## config.mk

```make
export PLATFORM = sky130hd
export DESIGN_NAME = ro_event_packetizer_flat
export DESIGN_NICKNAME = d
export VERILOG_FILES = /design/src/rtl/ro_event_packetizer_if.sv /design/src/rtl/ro_event_packetizer.sv /design/src/flat_wrapper.sv
export SDC_FILE = /design/constraint.sdc
export NUM_CORES = 1
export LEC_CHECK = 0
export CELL_PAD_IN_SITES_DETAIL_PLACEMENT = 1
export CELL_PAD_IN_SITES_GLOBAL_PLACEMENT = 2
export CORE_ASPECT_RATIO = 0.6
export CORE_MARGIN = 3
export CORE_UTILIZATION = 35
export CTS_BUF_LIST = sky130_fd_sc_hd__clkbuf_2
export CTS_CLUSTER_DIAMETER = 150
export DETAILED_ROUTE_END_ITERATION = 7
export HOLD_SLACK_MARGIN = 0.03
export PLACE_DENSITY_LB_ADDON = 0.1
export SETUP_SLACK_MARGIN = 0.2
export SLEW_MARGIN = 40
export SYNTH_ARGS = -nofsm -noshare
export SYNTH_HDL_FRONTEND = slang
export SYNTH_SLANG_ARGS = --single-unit
export TNS_END_PERCENT = 1
```

## constraint.sdc

```tcl
create_clock -name clk_master -period 7.3 [get_ports clk_master]
set_clock_uncertainty 0.05 [all_clocks]
set_input_delay 1.46 -clock clk_master [delete_from_list [all_inputs] [get_ports clk_master]]
set_output_delay 1.46 -clock clk_master [all_outputs]
set_load 0.02 [all_outputs]
```

## src/rtl/ro_event_packetizer_if.sv

```systemverilog
// Event stream handshake between the packetizer and its host-side consumer.
interface ro_event_packetizer_if #(
  parameter int unsigned DW = 20
) ();
  logic [DW-1:0] ev_data;
  logic          ev_valid;
  logic          ev_ready;

  modport master (output ev_data, output ev_valid, input ev_ready);
  modport slave  (input ev_data, input ev_valid, output ev_ready);
endinterface

```

## src/rtl/ro_event_packetizer.sv

```systemverilog
// Readout bus packetizer: tracks the TDM slot, timestamps non-empty samples,
// and buffers event words in a FWFT FIFO behind a valid/ready handshake.
module ro_event_packetizer #(
  parameter int unsigned NUM_CH     = 16,
  parameter int unsigned CH_W       = 4,
  parameter int unsigned TS_W       = 12,
  parameter int unsigned FIFO_DEPTH = 16
) (
  input  logic                          clk_master,
  input  logic                          rstb,
  input  logic                          frame_sync,
  input  logic                          capture_en,
  input  logic [1:0]                    read_out_I,
  input  logic [1:0]                    read_out_Q,
  ro_event_packetizer_if.master         ev,
  output logic [$clog2(FIFO_DEPTH):0]   fifo_level,
  output logic                          overflow,
  input  logic                          ovf_clear,
  output logic [7:0]                    drop_cnt
);

  localparam int unsigned DW = TS_W + CH_W + 4;
  localparam int unsigned AW = $clog2(FIFO_DEPTH);
  localparam int unsigned LW = AW + 1;

  typedef struct packed {
    logic [TS_W-1:0] ts;
    logic [CH_W-1:0] slot;
    logic [1:0]      q;
    logic [1:0]      i;
  } ev_word_t;

  logic [CH_W-1:0] slot_q;
  logic [TS_W-1:0] ts_q;
  logic            s1_valid;
  ev_word_t        s1_word;
  ev_word_t        mem [FIFO_DEPTH];
  logic [AW-1:0]   rd_ptr;
  logic [AW-1:0]   wr_ptr;

  logic [CH_W-1:0] samp_slot;
  logic [CH_W-1:0] slot_n;
  logic            last_slot;
  logic            sample_hit;
  ev_word_t        sample_word;
  logic            pop;
  logic            full;
  logic            push_ok;
  logic            drop;
  logic [LW-1:0]   lvl_after_pop;
  logic [LW-1:0]   level_n;
  logic [AW-1:0]   rd_ptr_n;
  ev_word_t        head_n;

  // Slot tracking, sample qualification and FIFO next-state decode.
  always_comb begin
    samp_slot     = frame_sync ? '0 : slot_q;
    last_slot     = (samp_slot == CH_W'(NUM_CH - 1));
    slot_n        = last_slot ? '0 : samp_slot + CH_W'(1);
    sample_hit    = capture_en & ((read_out_I | read_out_Q) != 2'b00);
    sample_word   = '{ts: ts_q, slot: samp_slot, q: read_out_Q, i: read_out_I};
    pop           = ev.ev_valid & ev.ev_ready;
    full          = (fifo_level == LW'(FIFO_DEPTH));
    push_ok       = s1_valid & (~full | pop);
    drop          = s1_valid & full & ~pop;
    lvl_after_pop = fifo_level - LW'(pop);
    level_n       = lvl_after_pop + LW'(push_ok);
    rd_ptr_n      = rd_ptr + AW'(pop);
    head_n        = '0;
    if (level_n != '0) begin
      // An empty-after-pop FIFO takes the incoming word straight to the head.
      head_n = (lvl_after_pop == '0) ? s1_word : mem[rd_ptr_n];
    end
  end

  // Slot/timestamp counters and the stage-1 sample register.
  always_ff @(posedge clk_master) begin
    if (!rstb) begin
      slot_q   <= '0;
      ts_q     <= '0;
      s1_valid <= 1'b0;
      s1_word  <= '0;
    end else begin
      slot_q   <= slot_n;
      if (last_slot) ts_q <= ts_q + TS_W'(1);
      s1_valid <= sample_hit;
      s1_word  <= sample_word;
    end
  end

  // FIFO storage; contents are only read at valid positions, so no reset.
  always_ff @(posedge clk_master) begin
    if (push_ok) mem[wr_ptr] <= s1_word;
  end

  // FIFO pointers, level and registered FWFT head.
  always_ff @(posedge clk_master) begin
    if (!rstb) begin
      rd_ptr      <= '0;
      wr_ptr      <= '0;
      fifo_level  <= '0;
      ev.ev_valid <= 1'b0;
      ev.ev_data  <= '0;
    end else begin
      rd_ptr      <= rd_ptr_n;
      if (push_ok) wr_ptr <= wr_ptr + AW'(1);
      fifo_level  <= level_n;
      ev.ev_valid <= (level_n != '0);
      ev.ev_data  <= DW'(head_n);
    end
  end

  // Sticky overflow flag and saturating drop counter; a drop beats a clear.
  always_ff @(posedge clk_master) begin
    if (!rstb) begin
      overflow <= 1'b0;
      drop_cnt <= '0;
    end else if (drop) begin
      overflow <= 1'b1;
      if (ovf_clear)             drop_cnt <= 8'd1;
      else if (drop_cnt != 8'hFF) drop_cnt <= drop_cnt + 8'd1;
    end else if (ovf_clear) begin
      overflow <= 1'b0;
      drop_cnt <= '0;
    end
  end

endmodule

```

## src/flat_wrapper.sv

```systemverilog
// flat-port wrapper written by rule: the top's interface ports become plain ports
module ro_event_packetizer_flat 
#(
  parameter int unsigned NUM_CH     = 16,
  parameter int unsigned CH_W       = 4,
  parameter int unsigned TS_W       = 12,
  parameter int unsigned FIFO_DEPTH = 16
)
  (clk_master, rstb, frame_sync, capture_en, read_out_I, read_out_Q, fifo_level, overflow, ovf_clear, drop_cnt, ev_ev_data, ev_ev_valid, ev_ev_ready);
  ro_event_packetizer_if #(.DW((TS_W + CH_W + 4))) ev_i ();
  input  logic clk_master;
  input  logic rstb;
  input  logic frame_sync;
  input  logic capture_en;
  input  logic [1:0] read_out_I;
  input  logic [1:0] read_out_Q;
  output logic [$clog2(FIFO_DEPTH):0] fifo_level;
  output logic overflow;
  input  logic ovf_clear;
  output logic [7:0] drop_cnt;
  output wire logic [$bits(ev_i.ev_data)-1:0] ev_ev_data;
  output wire logic [$bits(ev_i.ev_valid)-1:0] ev_ev_valid;
  input wire logic [$bits(ev_i.ev_ready)-1:0] ev_ev_ready;
  assign ev_ev_data = ev_i.ev_data;
  assign ev_ev_valid = ev_i.ev_valid;
  assign ev_i.ev_ready = ev_ev_ready;
  ro_event_packetizer #(.NUM_CH(NUM_CH), .CH_W(CH_W), .TS_W(TS_W), .FIFO_DEPTH(FIFO_DEPTH)) u_core (.clk_master(clk_master), .rstb(rstb), .frame_sync(frame_sync), .capture_en(capture_en), .read_out_I(read_out_I), .read_out_Q(read_out_Q), .ev(ev_i), .fifo_level(fifo_level), .overflow(overflow), .ovf_clear(ovf_clear), .drop_cnt(drop_cnt));
endmodule
```

# == Word level (Yosys, flattened, before mapping) ==
# Memory sizes are Yosys's and may differ from the RTL's.
# Cells that the tools add are included.
# word_totals
reg_bits,80
ramBits,320
in_bits,10
out_inout_bits,35
word_cells,53
n_memories,1
# op_classes
addsub,7
eq_ne,3
muxes,10
n_bitwise,10
reduce_logical,8
# memory_table
name,depth,width,read_ports,rd_ports_with_merged_regs,wr,line,source
u_core.mem,16,20,1,0,1,ro_event_packetizer.sv:37,ev_word_t mem [FIFO_DEPTH];
# op_table
operator,n
8-bit 2-to-1 mux,4
20-bit 2-to-1 mux,1
12-bit by 1-bit adder with 12-bit output (second input constant),1
4-bit by 1-bit adder with 4-bit output (second input constant),2
8-bit by 1-bit adder with 8-bit output (second input constant),1
8-bit inequality test (second input constant),1
2-bit nonzero test,3
5-bit by 1-bit adder with 5-bit output,1
1-bit AND,5
5-bit equality test (second input constant),1
5-bit zero test,1
5-bit nonzero test,1
5-bit by 1-bit subtractor with 5-bit output,1
4-bit by 1-bit adder with 4-bit output,1
4-bit equality test (second input constant),1
1-bit 2-to-1 mux,4
4-bit 2-to-1 mux,1
2-bit AND reduction,2
1-bit inverter,3
2-bit OR,1
2-bit OR reduction,1
1-bit OR,1

# == Longest topological paths before layout ==
# Gate-level depths: netlist (run 1).
# logic_depth
depth_word,7
depth_mapped,10

# == Worst setup path before layout (run 1) ==
# OpenSTA, ideal clock, no wires.
# synth_timing
path_type,input-to-reg
from,input port ev_ev_ready
to,memory u_core.mem[3][0] in the netlist's numbering (enable)
setup_time_ns,0.422
t_arrival_ns,3.610
t_required_ns,6.828
setup_slack_ns,3.218
path_stages,4
path_buffers,0
path_cell_list,a211oi_1 > a21boi_1 > nand2_1 > nor3_1
# synth_between
elab_chain_len,5
# synth_rtl
element,line,source
"start, declared",flat_wrapper.sv:23,input wire logic [$bits(ev_i.ev_ready)-1:0] ev_ev_ready;
1-bit AND,ro_event_packetizer.sv:62,pop = ev.ev_valid & ev.ev_ready;
1-bit OR,ro_event_packetizer.sv:64,push_ok = s1_valid & (~full | pop);
1-bit AND,ro_event_packetizer.sv:64,
named net u_core.push_ok,ro_event_packetizer.sv:48,logic push_ok;
1-bit 2-to-1 mux,ro_event_packetizer.sv:93,if (push_ok) mem[wr_ptr] <= s1_word;
1-bit 2-to-1 mux (implied by the code),ro_event_packetizer.sv:93,
"end, declared",ro_event_packetizer.sv:37,
# The timed path passes the listed nets, and every way through them passes these cells.

# == Worst setup path in the final report (run 1) ==
# layout_timing
from,input port ev_ev_ready
to,register u_core.ev.ev_data[4]
# layout_between
elab_chain_len,6
elab_cells_between_ends,11
# layout_rtl
element,line,source
1-bit AND,ro_event_packetizer.sv:62,
1-bit OR,ro_event_packetizer.sv:64,
1-bit AND,ro_event_packetizer.sv:64,
named net u_core.push_ok,ro_event_packetizer.sv:48,
5-bit by 1-bit adder with 5-bit output,ro_event_packetizer.sv:67,level_n = lvl_after_pop + LW'(push_ok);
5-bit nonzero test,ro_event_packetizer.sv:70,if (level_n != '0) begin
2-bit AND reduction (no source line),n/a,
"end signal, assigned",ro_event_packetizer.sv:109,ev.ev_data <= DW'(head_n);
"end, declared",ro_event_packetizer_if.sv:9,"modport master (output ev_data, output ev_valid, input ev_ready);"
# The timed path passes the listed nets, and every way through them passes these cells.
# A chain may end at the register's enable or synchronous reset.

==> results of run 1 <==
-- worst min-delay path by stage --
| stage | endpoint | depth (start not counted) | slack (ns) | start |
|---|---|---|---|---|
| 2_1_floorplan | u_core.s1_word[18] | 2 | 0.39 | u_core.ts_q[10] |
| 3_3_place_gp | u_core.overflow | 2 | 0.40 | u_core.overflow |
| 3_5_place_dp | u_core.overflow | 2 | 0.41 | u_core.overflow |
| 4_1_cts | u_core.overflow | 2 | 0.42 | u_core.overflow |
| 5_1_grt | u_core.overflow | 2 | 0.45 | u_core.overflow |
| 6_report | u_core.overflow | 2 | 0.42 | u_core.overflow |
-- registers in the layout (all words and copies together), names as in the netlist, 4 cells and up --
| signal | flops |
|---|---|
| u_core.drop_cnt | 8 |
| u_core.ev.ev_data | 20 |
| u_core.fifo_level | 5 |
| u_core.mem | 320 |
| u_core.rd_ptr | 4 |
| u_core.s1_word | 20 |
| u_core.slot_q | 4 |
| u_core.ts_q | 12 |
| u_core.wr_ptr | 4 |
-- kinds of logic (layout without fill, tap and decap cells) --
logic type                 after synthesis  after routing
xor gates and xnor gates                24             24
buffers and inverters                   52            266
muxes                                   82             82
AOI/OAI and AO/OA                       44             44
and+or+nand+nor                        263            263
adders and majority gates               13             13
DFF                                    400            400
other                                    0              1
-- through the flow --
stage          worst slack, ns  util [%]  cell area, sq um  std cells
2_1_floorplan             3.22         -             15200        878
3_3_place_gp              2.61      38.9             16500       1462
3_5_place_dp              2.59      40.3             17100       1486
4_1_cts                   3.45      42.5             18000       1661
5_1_grt                   3.40      42.5             18100       1663
6_report                  3.57      42.5             18100       1663
-- layout make-up --
class	instances	area share, %
diodes	1	0.0139
clock buffers	145	4.02
clock inverters	30	1.10
inverters	10	0.208
multi-input cells	426	22.2
flip-flops and latches	400	62.1
well taps	570	3.95
repair buffers	81	6.39
-- metal layers --
layer | vias to the layer above | global-route usage [%]
met1 | 4455 | 26.7
met4 | 0 | 5.23
li1 | 3749 | -
met5 | - | 0
met2 | 256 | 28.1
met3 | 63 | 4.05
-- power by group --
group          switching, W  internal (W)  total [W]  leakage [nW]
clock network      0.000904      0.000634    0.00154         0.695
logic              0.000775      0.000664    0.00144          1.71
registers         0.0000705       0.00251    0.00258          3.73
total               0.00175       0.00381    0.00556          6.13
-- cell usage in the layout, fill, tap and decap left out, types with 4 or more instances in the layout --
cell type,count
sky130_fd_sc_hd__clkinv_1,22
sky130_fd_sc_hd__o2111a_1,21
sky130_fd_sc_hd__and2_1,24
sky130_fd_sc_hd__a21oi_1,9
sky130_fd_sc_hd__nor3b_1,6
sky130_fd_sc_hd__nand4_1,4
sky130_fd_sc_hd__buf_4,11
sky130_fd_sc_hd__inv_1,10
sky130_fd_sc_hd__nor3_2,5
sky130_fd_sc_hd__xnor2_1,14
sky130_fd_sc_hd__nor3_1,9
sky130_fd_sc_hd__dfxtp_1,80
sky130_fd_sc_hd__nor2b_1,4
sky130_fd_sc_hd__clkdlybuf4s50_1,44
sky130_fd_sc_hd__xor2_1,7
sky130_fd_sc_hd__clkbuf_2,145
sky130_fd_sc_hd__nor2_1,30
sky130_fd_sc_hd__nand3_1,50
sky130_fd_sc_hd__o21ai_0,7
sky130_fd_sc_hd__edfxtp_1,320
sky130_fd_sc_hd__mux4_2,80
sky130_fd_sc_hd__nand2_1,98
sky130_fd_sc_hd__buf_16,18
sky130_fd_sc_hd__buf_8,5
sky130_fd_sc_hd__or3_1,5
sky130_fd_sc_hd__ha_1,11
sky130_fd_sc_hd__nor2_4,12
-- worst register-to-register path, delay by kind of cell, from the launching register on --
family,cells,cell delay [ns]
AND/OR/NAND/NOR,2,0.21
adder cells (fa/ha/maj),2,0.60
flip-flops,1,0.54
buffers and inverters,1,0.42
AO/OA/AOI/OAI,4,1.44
==> impl_summary.log, run 1 <==
INFO  metric total_leakage_power = 6.13 nW
INFO  metric synth_top_family_by_area = multiplexers
INFO  metric pin_count = 45
INFO  metric max_freq = roughly 0.27 GHz
INFO  metric die_w = 275 um
INFO  metric wl_met1 = 19.5 mm
INFO  metric cellPowerDensity = between 300 and 400 nW/um^2
INFO  metric setup_viol = 0
INFO  metric simple_gate_share_of_the_synthesized_area = under 10%
INFO  metric synth_common_cells = sky130_fd_sc_hd__edfxtp_1 (320), sky130_fd_sc_hd__nand2_1 (98), sky130_fd_sc_hd__dfxtp_1 (80), sky130_fd_sc_hd__mux4_2 (80), sky130_fd_sc_hd__nand3_1 (50)
INFO  metric synth.avg_cell_area = approximately 17 sq um
INFO  metric timing_hold_violations_final = 0
INFO  metric area_fraction_in_compound_gates_after_synthesis = under 10%
INFO  metric die_area = around 46,000 sq um
INFO  metric worstPathCellList = clkdlybuf4s50_1, a211oi_1, a21boi_1, ha_1, ha_1, nor2_2, o2111a_1, a211oi_4, buf_4, o2111a_1
INFO  metric netlist-cell-type-count = between 40 and 50
INFO  metric hold-worst-slack = around 0.42 ns
INFO  metric crit_path_top_delay_cell = sky130_fd_sc_hd__a21boi_1
INFO  metric timing.critical_path.fanout_max = 21
INFO  metric area_of_the_multi_input_gates = between 4000 and 5000 sq um
INFO  metric rsz0062_at_grt = no
INFO  metric synthesis.nets = around 900
INFO  metric critPathArrivalTime = 4.57 ns
INFO  metric clockBufferDepth = 3
INFO  metric detail_route.wirelength = slightly above 40 mm
INFO  metric timing.max_cap.violations = 0
INFO  metric hold_class = register to register
INFO  metric clk_transition_reported_paths = 0.10 ns
INFO  metric cts.htree.levels = 3
INFO  metric drt-vias-per-instance = about 5.1
INFO  metric number_of_global_route_vias_before_repair = 9,282
INFO  metric n_fill_cell = approximately 4,200
INFO  metric initial_core_util = 35.9%
INFO  metric yosys.cell_count.top_type = sky130_fd_sc_hd__edfxtp_1
INFO  metric asyncSetResetFlopFracSynth = 0%
INFO  metric setup.worst_path.start = ev_ev_ready
INFO  metric hold_buffer_count_at_cts = 0
INFO  metric period_needed = 3.73 ns
INFO  metric warnings_synthesis = 0
INFO  metric slew-limit-headroom = approximately 47%
INFO  metric worst_setup_path_end_kind = register
INFO  metric synth.top_cells.by_area = sky130_fd_sc_hd__edfxtp_1 (63%), sky130_fd_sc_hd__mux4_2 (12%), sky130_fd_sc_hd__dfxtp_1 (11%), sky130_fd_sc_hd__nand2_1 (2.4%), sky130_fd_sc_hd__nand3_1 (1.6%)
INFO  metric worst_setup_path_endpoint = u_core.ev.ev_data[4]
INFO  metric first_iter_violations = slightly above 800
INFO  metric synthesis.instances = just under 900
INFO  metric vdd_drop_max = 0.236 mV
INFO  metric detail-route-antenna-nets = 0
INFO  metric dr.max_layer_used = met4
INFO  metric placeableCoreArea = 42,500 sq um
INFO  metric tns = 0 ns
INFO  metric area.growth.synth_to_final = 18.5%
INFO  metric cts.sinks = 400
INFO  metric place.port_buffers = 44
INFO  metric status = finished, final reports clean
INFO  metric grt_antenna_before_repair = 1
INFO  metric cp_num_cells = 10
INFO  metric cts_resized = 0
INFO  metric synth-seq-area-share = between 70% and 80%
INFO  metric first_pass_detailed_route_iteration_total = 5
INFO  metric power = ~0.0056 W
INFO  metric nNetsFinal = approximately 1,000
INFO  metric post_synthesis_adder_cell_area_fraction = 1.07%
INFO  metric grt_max_degree = 53
INFO  metric gp_congestion = around 0.69
INFO  metric critPathTopFamily = compound AO/OA/AOI/OAI gates
INFO  metric timing.rr.end = u_core.ev.ev_data[4]
INFO  metric drc = 0
INFO  metric max_stage_delay = 0.62 ns
INFO  metric insertion_delay_of_the_later_clocked_pin_in_the_worst_skew_pair = 1.00 ns
INFO  metric gr-total-overflow = 0
INFO  metric critical_path.startpoint_type = input port
INFO  metric postSynth.topFlopCell = sky130_fd_sc_hd__edfxtp_1
INFO  metric critPathKind = input port to register
INFO  metric routedWlPerCell = around 25 um
INFO  metric fin_crit_share = about half
INFO  metric place.detailed.hpwl = ~25 mm
INFO  metric synth.area.mux_share = around an eighth
INFO  metric post_cts_setup_repair_buffer_count = 0
INFO  metric synth_xor_xnor_area_share = 1.43%
INFO  metric ctsRootBufferMaster = sky130_fd_sc_hd__clkbuf_2
INFO  metric timing.rr.start = u_core.fifo_level[3]
INFO  metric reg2reg_depth = 9
INFO  metric synth_edf_count = 320
INFO  metric all_layer_global_routing_usage = between 10% and 20%
INFO  metric global_route_wire_length_before_repair = 61.0 mm
INFO  metric largest_area_contributor_in_the_synthesized_netlist = sky130_fd_sc_hd__edfxtp_1
INFO  metric finalMaxSlewViolations = 0
INFO  metric chipHeight = around 170 um
INFO  metric dr_wl_met2 = ~19 mm
INFO  metric critPathRequiredTime = approximately 8 ns
INFO  metric synth_seq_cells = 400
INFO  metric synth_top_area_share = 63.1%
INFO  metric num_rows = between 50 and 60
INFO  metric slew_worst_pin = 0.795 ns
INFO  metric route.vias.total = about 8,500
INFO  metric worst-path-buf-inv = 2
INFO  metric layout-drive-gt1-share = a little over a quarter
INFO  metric wl_met3 = 2.34 mm
INFO  metric regToRegSetupSlack = 3.95 ns
INFO  metric cts-buffers-inserted = 95
INFO  metric tritoncts = yes
INFO  metric seq_area = between 10,000 and 15,000 sq um
INFO  metric netlist_area = roughly 15,000 sq um
(Power assumes the default switching activity.)
==> run 2, diff against run 1 <==
==> constraint.sdc (replaced) <==
create_clock -name clk_master -period 3.7 [get_ports clk_master]
set_clock_uncertainty 0.05 [all_clocks]
set_input_delay 0.74 -clock clk_master [delete_from_list [all_inputs] [get_ports clk_master]]
set_output_delay 0.74 -clock clk_master [all_outputs]
set_load 0.02 [all_outputs]
==> impl_summary.log, run 2 (synthesis gave the netlist of run 1 again) <==
INFO  metric power.clock.fraction = 28.0%
INFO  metric area_of_the_multi_input_gates = 3930 sq um
INFO  metric hold_buffer_count_at_cts = 0
INFO  metric insertion_delay_of_the_later_clocked_pin_in_the_worst_skew_pair = approximately 0.96 ns
INFO  metric power = between 0.01 and 0.015 W
INFO  metric pre_cts_slack = approximately 0.091 ns
INFO  metric internal_power = roughly 0.0076 W
INFO  metric num_rows = 58
INFO  metric all_layer_global_routing_usage = about a fifth
INFO  metric slew-limit-headroom = between 50% and 60%
INFO  metric finalMaxSlewViolations = 0
INFO  metric first_pass_detailed_route_iteration_total = 5
INFO  metric status = finished, final reports clean
INFO  metric critPathKind = register to output port
INFO  metric regToRegSetupSlack = approximately 0.73 ns
INFO  metric max_stage_delay = ~0.69 ns
INFO  metric area.growth.synth_to_final = 16.5%
INFO  metric cts.sinks = 400
INFO  metric drt-vias-per-instance = between 5 and 6
INFO  metric rsz0062_at_grt = no
INFO  metric layout-drive-gt1-share = 27.6%
INFO  metric fin_crit_share = approximately four fifths
INFO  metric grt_max_degree = 35
INFO  metric biggest_registers_after_layout = u_core.mem: 320 flops, u_core.ev.ev_data: 20 flops, u_core.s1_word: 20 flops
INFO  metric seq_area = between 10,000 and 15,000 sq um
INFO  metric critical_path.startpoint_type = register
INFO  metric die_w = 275 um
INFO  metric setup_ws = between 0.7 and 0.8 ns
INFO  metric timing.critical_path.fanout_max = 7
INFO  metric cts_resized = 0
INFO  metric dr_wl_met2 = 18.9 mm
INFO  metric slew_worst_pin = roughly 0.64 ns
INFO  metric worst-path-buf-inv = 1
INFO  metric drc = 0
INFO  metric tritoncts = yes
INFO  metric cellPowerDensity = about 620 nW/um^2
INFO  metric n_fill_cell = 4,223
INFO  metric clk_transition_reported_paths = between 0.1 and 0.15 ns
INFO  metric final_cell_mix = sky130_fd_sc_hd__edfxtp_1 (320), sky130_fd_sc_hd__clkbuf_2 (146), sky130_fd_sc_hd__nand2_1 (98)
INFO  metric gp_congestion = between 0.7 and 0.8
INFO  metric mostFrequentLayoutCell = sky130_fd_sc_hd__edfxtp_1
INFO  metric post_cts_setup_repair_buffer_count = 0
INFO  metric wl_met1 = slightly above 20 mm
INFO  metric tns = 0 ns
INFO  metric max_freq = 0.336 GHz
INFO  metric detail-route-antenna-nets = 0
INFO  metric vdd_drop_max = about 0.38 mV
INFO  metric seqPwrFrac = between 40% and 50%
INFO  metric hold_class = input port to register
INFO  metric crit_path_top_delay_cell = sky130_fd_sc_hd__clkdlybuf4s50_1
INFO  metric route.vias.total = around 8,400
INFO  metric die_area = 46,200 sq um
INFO  metric global_route_wire_length_before_repair = 61.8 mm
INFO  metric cts.htree.levels = 3
INFO  metric power.switching = ~0.0034 W
INFO  metric layout.cells.non_filler = between 1,500 and 2,000
INFO  metric initial_core_util = 35.9%
INFO  metric wl_met3 = between 2 and 2.5 mm
INFO  metric pin_count = 45
INFO  metric timing.max_cap.violations = 0
INFO  metric first_iter_violations = 682
INFO  metric critPathTopFamily = buffers and inverters
INFO  metric period_needed = 2.98 ns
INFO  metric place.detailed.instances = approximately 1,500
INFO  metric chipHeight = roughly 170 um
INFO  metric number_of_global_route_vias_before_repair = slightly above 9,000
INFO  metric ctsRootBufferMaster = sky130_fd_sc_hd__clkbuf_2
INFO  metric nNetsFinal = roughly 1,000
INFO  metric cts-buffers-inserted = 94
INFO  metric place.detailed.hpwl = between 20 and 25 mm
INFO  metric setup_viol = 0
INFO  metric critPathArrivalTime = 2.19 ns
INFO  metric worst_setup_path_end_kind = output port
INFO  metric combPwrFrac = 25.8%
INFO  metric gr-total-overflow = 0
INFO  metric placeableCoreArea = between 40,000 and 50,000 sq um
INFO  metric grt_antenna_before_repair = 2
INFO  metric dr.max_layer_used = met5
INFO  metric clockBufferDepth = 3
INFO  metric place.port_buffers = 44
INFO  metric swShare = 31.1%
INFO  metric timing_hold_violations_final = 0
INFO  metric worstPathCellList = clkdlybuf4s50_1
INFO  metric routedWlPerCell = around 25 um
INFO  metric flip_flop_count_of_the_largest_register_after_layout = between 300 and 400
INFO  metric top_register = u_core.mem
INFO  metric detail_route.wirelength = between 40 and 50 mm
INFO  metric critPathRequiredTime = 2.91 ns
INFO  metric total_leakage_power = around 6.0 nW
INFO  metric final_core_util = 41.8%
run 2: changes by cell type in the layout (fill, tap and decap cells not counted), moves of 5 or more:
cell / previous run / this run
sky130_fd_sc_hd__buf_4: 11 / 19
sky130_fd_sc_hd__nor2_4: 12 / 0
sky130_fd_sc_hd__clkinv_1: 22 / 16
sky130_fd_sc_hd__buf_12: 3 / 17
sky130_fd_sc_hd__buf_16: 18 / 0
sky130_fd_sc_hd__nor2_2: 1 / 13
sky130_fd_sc_hd__buf_8: 5 / 0
run 2: stage by stage:
stage / hold WS, ns / area (sq um)
floorplan: 0.387 / 15200
global placement: 0.400 / 16800
detailed placement: 0.433 / 16800
CTS: 0.0870 / 17700
global route: 0.139 / 17800
finish: 0.264 / 17800
run 2: path summary, 6_finish.rpt:
| check | depth (start not counted) | end | start |
|---|---|---|---|
| setup / recovery | 1 | fifo_level[2] | u_core.fifo_level[2] |
| hold / removal | 3 | u_core.s1_valid | capture_en |
| setup reg to reg | 9 | u_core.ev.ev_data[11] | u_core.fifo_level[4] |
| hold reg to reg | 2 | u_core.overflow | u_core.overflow |
run 2: final cells by class:
| type | count | area share [%] |
|---|---|---|
| diodes | 1 | 0.0141 |
| clock buffers | 146 | 4.12 |
| clock inverters | 25 | 1.16 |
| inverters | 10 | 0.211 |
| multi-input cells | 426 | 22.1 |
| flip-flops and latches | 400 | 63.1 |
| well taps | 570 | 4.02 |
| repair buffers | 80 | 5.20 |
run 2: worst reg2reg max path, stage by stage, from the launching register on:
cell and delay (ns):
sky130_fd_sc_hd__dfxtp_1 0.49, sky130_fd_sc_hd__nor3b_1 0.44, sky130_fd_sc_hd__a21boi_1 0.21, sky130_fd_sc_hd__ha_1 0.28, sky130_fd_sc_hd__ha_1 0.26, sky130_fd_sc_hd__and3_2 0.20
sky130_fd_sc_hd__o2111a_1 0.27, sky130_fd_sc_hd__a211oi_4 0.26, sky130_fd_sc_hd__buf_12 0.25, sky130_fd_sc_hd__o2111a_1 0.22
run 2: power groups by stage:
stage / sequential (W) / combinational (W) / clock [W]
2_1_floorplan: 0.00525 / 0.00167 / 0
3_3_place_gp: 0.00520 / 0.00283 / 0
3_5_place_dp: 0.00521 / 0.00289 / 0
4_1_cts: 0.00511 / 0.00291 / 0.00323
5_1_grt: 0.00512 / 0.00306 / 0.00345
6_report: 0.00510 / 0.00285 / 0.00309
run 2: metal layers:
| layer | vias to the layer above | global-route usage [%] |
|---|---|---|
| met1 | 4455 | 27.5 |
| met3 | 64 | 4.81 |
| met2 | 191 | 27.6 |
| li1 | 3731 | - |
| met4 | 2 | 4.98 |
| met5 | - | 0 |
==> run 3, diff against run 2 <==
==> constraint.sdc (replaced) <==
create_clock -name clk_master -period 2.7 [get_ports clk_master]
set_clock_uncertainty 0.05 [all_clocks]
set_input_delay 0.54 -clock clk_master [delete_from_list [all_inputs] [get_ports clk_master]]
set_output_delay 0.54 -clock clk_master [all_outputs]
set_load 0.02 [all_outputs]
==> impl_summary.log, run 3 (synthesis gave the netlist of run 1 again) <==
INFO  metric insertion_delay_of_the_later_clocked_pin_in_the_worst_skew_pair = 1.01 ns
INFO  metric hp-start = ovf_clear
INFO  metric first_iter_violations = slightly above 700
INFO  metric max_stage_delay = 0.35 ns
INFO  metric grt_max_degree = 41
INFO  metric timing_hold_violations_final = 0
INFO  metric critPathRequiredTime = 3.58 ns
INFO  metric worstPathCellList = and2_4, ha_4, ha_4, inv_4, ha_4, and3_4, o2111a_2, a211oi_4, buf_6, clkbuf_16, o2111a_1
INFO  metric placeableCoreArea = about 42,000 sq um
INFO  metric drc = 0
INFO  metric timing.max_cap.violations = 0
INFO  metric internal_power = roughly 0.010 W
INFO  metric period_needed = 2.48 ns
INFO  metric finalMaxSlewViolations = 0
INFO  metric n_fill_cell = 4,234
INFO  metric place.port_buffers = 44
INFO  metric detail_route.wirelength = 41.5 mm
INFO  metric cts.htree.levels = 3
INFO  metric final_cell_mix = sky130_fd_sc_hd__edfxtp_1 (320), sky130_fd_sc_hd__clkbuf_2 (139), sky130_fd_sc_hd__nand2_1 (98)
INFO  metric worstHoldEndpoint = u_core.overflow
INFO  metric dr_wl_met2 = ~19 mm
INFO  metric rsz0062_at_grt = yes
INFO  metric top_register = u_core.mem
INFO  metric clockBufferDepth = 3
INFO  metric route.vias.total = ~8,600
INFO  metric initial_core_util = ~36%
INFO  metric nNetsFinal = ~1,100
INFO  metric total_leakage_power = around 6.3 nW
INFO  metric first_pass_detailed_route_iteration_total = 4
INFO  metric place.detailed.instances = between 1,500 and 2,000
INFO  metric cts-buffers-inserted = 95
INFO  metric crit_path_top_delay_cell = sky130_fd_sc_hd__dfxtp_2
INFO  metric chipHeight = between 150 and 200 um
INFO  metric critical_path.most_common_cell = sky130_fd_sc_hd__ha_4
INFO  metric place.detailed.hpwl = ~25 mm
INFO  metric area.growth.synth_to_final = 20.6%
INFO  metric number_of_global_route_vias_before_repair = 9,365
INFO  metric swShare = roughly a third
INFO  metric hold-path-cell-count = 4
INFO  metric num_rows = between 50 and 60
INFO  metric flip_flop_count_of_the_largest_register_after_layout = 320
INFO  metric tns = 0 ns
INFO  metric die_w = between 200 and 300 um
INFO  metric gp_congestion = between 0.7 and 0.8
INFO  metric worst_setup_path_end_kind = register
INFO  metric critPathKind = register to register
INFO  metric area_of_the_multi_input_gates = about 4000 sq um
INFO  metric cellPowerDensity = 838 nW/um^2
INFO  metric vdd_drop_max = between 0.8 and 0.9 mV
INFO  metric hold_class = input port to register
INFO  metric fin_crit_share = around nine tenths
INFO  metric seqPwrFrac = between 40% and 50%
INFO  metric slew_worst_pin = roughly 0.78 ns
INFO  metric detail-route-antenna-nets = 0
INFO  metric biggest_registers_after_layout = u_core.mem: 320 flops, u_core.ev.ev_data: 20 flops, u_core.s1_word: 20 flops
INFO  metric all_layer_global_routing_usage = 18.3%
INFO  metric tritoncts = yes
INFO  metric reg2reg_depth = 11
INFO  metric max_freq = about 0.4 GHz
INFO  metric mostFrequentLayoutCell = sky130_fd_sc_hd__edfxtp_1
INFO  metric combPwrFrac = between 30% and 40%
INFO  metric drt-vias-per-instance = between 5 and 6
INFO  metric pin_count = 45
INFO  metric status = finished, final reports clean
INFO  metric timing.rr.start = u_core.ev.ev_valid
INFO  metric regToRegSetupSlack = about 0.22 ns
INFO  metric ctsRootBufferMaster = sky130_fd_sc_hd__clkbuf_2
INFO  metric wl_met3 = 2.09 mm
INFO  metric cts.sinks = 400
INFO  metric power.switching = 0.00492 W
INFO  metric gr-total-overflow = 0
INFO  metric routedWlPerCell = about 24 um
INFO  metric wl_met1 = approximately 20 mm
INFO  metric clk_transition_reported_paths = between 0.1 and 0.15 ns
INFO  metric critPathArrivalTime = 3.35 ns
INFO  metric timing.critical_path.fanout_max = 5
INFO  metric setup_viol = 0
INFO  metric layout.cells.non_filler = between 1,500 and 2,000
INFO  metric seq_area = ~11,000 sq um
INFO  metric timing.rr.end = u_core.ev.ev_data[14]
INFO  metric global_route_wire_length_before_repair = between 60 and 70 mm
INFO  metric layout-drive-gt1-share = between 30% and 40%
INFO  metric critical_path.startpoint_type = register
INFO  metric slew-limit-headroom = between 40 and 50%
INFO  metric grt_antenna_before_repair = 5
INFO  metric power.clock.fraction = 24.9%
INFO  metric dr.max_layer_used = met4
INFO  metric die_area = 46,200 sq um
==> run 3: cell count changes in the layout (fill, tap and decap cells not counted), moves of 5 or more <==
cell                              delta
sky130_fd_sc_hd__dlygate4sd3_1       +6
sky130_fd_sc_hd__nor3_2              -5
sky130_fd_sc_hd__clkdlybuf4s15_2    +13
sky130_fd_sc_hd__clkdlybuf4s50_1    -35
sky130_fd_sc_hd__buf_4              +24
sky130_fd_sc_hd__dlygate4sd2_1      +15
sky130_fd_sc_hd__buf_12             +15
sky130_fd_sc_hd__clkinv_1           +11
sky130_fd_sc_hd__clkbuf_2            -7
==> run 3: critical path, delay by kind of cell (launching register included) <==
family	cells	cell delay (ns)
fa+ha+maj	3	0.61
simple gates	2	0.31
flops	1	0.35
buf+inv	3	0.39
compound gates	3	0.71
==> run 3: metrics by stage <==
| stage | hold WS (ns) | utilization, % | cell area (sq um) | total power (W) | setup WS [ns] |
|---|---|---|---|---|---|
| 2_1_floorplan | 0.387 | - | 15300 | 0.00949 | 0.0332 |
| 3_3_place_gp | 0.398 | 40.7 | 17300 | 0.0114 | -0.459 |
| 3_5_place_dp | 0.420 | 40.7 | 17300 | 0.0114 | -0.593 |
| 4_1_cts | 0.0307 | 43.0 | 18300 | 0.0154 | 0.198 |
| 5_1_grt | 0.0738 | 43.3 | 18400 | 0.0163 | 0.120 |
| 6_report | 0.216 | 43.3 | 18400 | 0.0154 | 0.223 |
==> run 3: worst max-delay path by stage <==
| stage | startpoint | endpoint | slack, ns | depth (start not counted) |
|---|---|---|---|---|
| after floorplan | u_core.fifo_level[2] | u_core.mem[7][0] | 0.03 | 4 |
| after global placement | ev_ev_ready | u_core.ev.ev_data[15] | -0.46 | 13 |
| after detailed placement | ev_ev_ready | u_core.ev.ev_data[8] | -0.59 | 13 |
| after CTS | u_core.ev.ev_valid | u_core.ev.ev_data[8] | 0.20 | 12 |
| after global routing | u_core.drop_cnt[0] | drop_cnt[0] | 0.12 | 1 |
| final | u_core.ev.ev_valid | u_core.ev.ev_data[14] | 0.22 | 11 |
==> run 3: per-layer routing <==
metal	up-vias	GRT usage, %
li1	3844	-
met1	4504	26.7
met2	214	27.3
met3	59	4.25
met4	0	5.21
met5	-	0
==> run 3: what timing repair did <==
item                                   CTS  global route
hold buffers                             6             0
pin swaps                                7            10
endpoints found under the hold margin    5             0
setup endpoints to repair               55            29
gates resized for setup                 91             7
cloned                                   0             3
setup buffers                            0             5
==> run 3: final cells by class <==
class                   count  area share (%)
repair buffers            131            8.39
clock inverters            35           0.762
multi-input cells         426            21.9
clock buffers             139            3.79
diodes                      4          0.0545
well taps                 570            3.88
flip-flops and latches    400            61.0
inverters                  10           0.218
==> run 3: power by group through the flow <==
stage | sequential (W) | combinational [W] | clock (W)
6_report | 0.00695 | 0.00462 | 0.00383
5_1_grt | 0.00697 | 0.00496 | 0.00436
4_1_cts | 0.00695 | 0.00441 | 0.00404
3_5_place_dp | 0.00708 | 0.00437 | 0
3_3_place_gp | 0.00708 | 0.00427 | 0
2_1_floorplan | 0.00720 | 0.00229 | 0
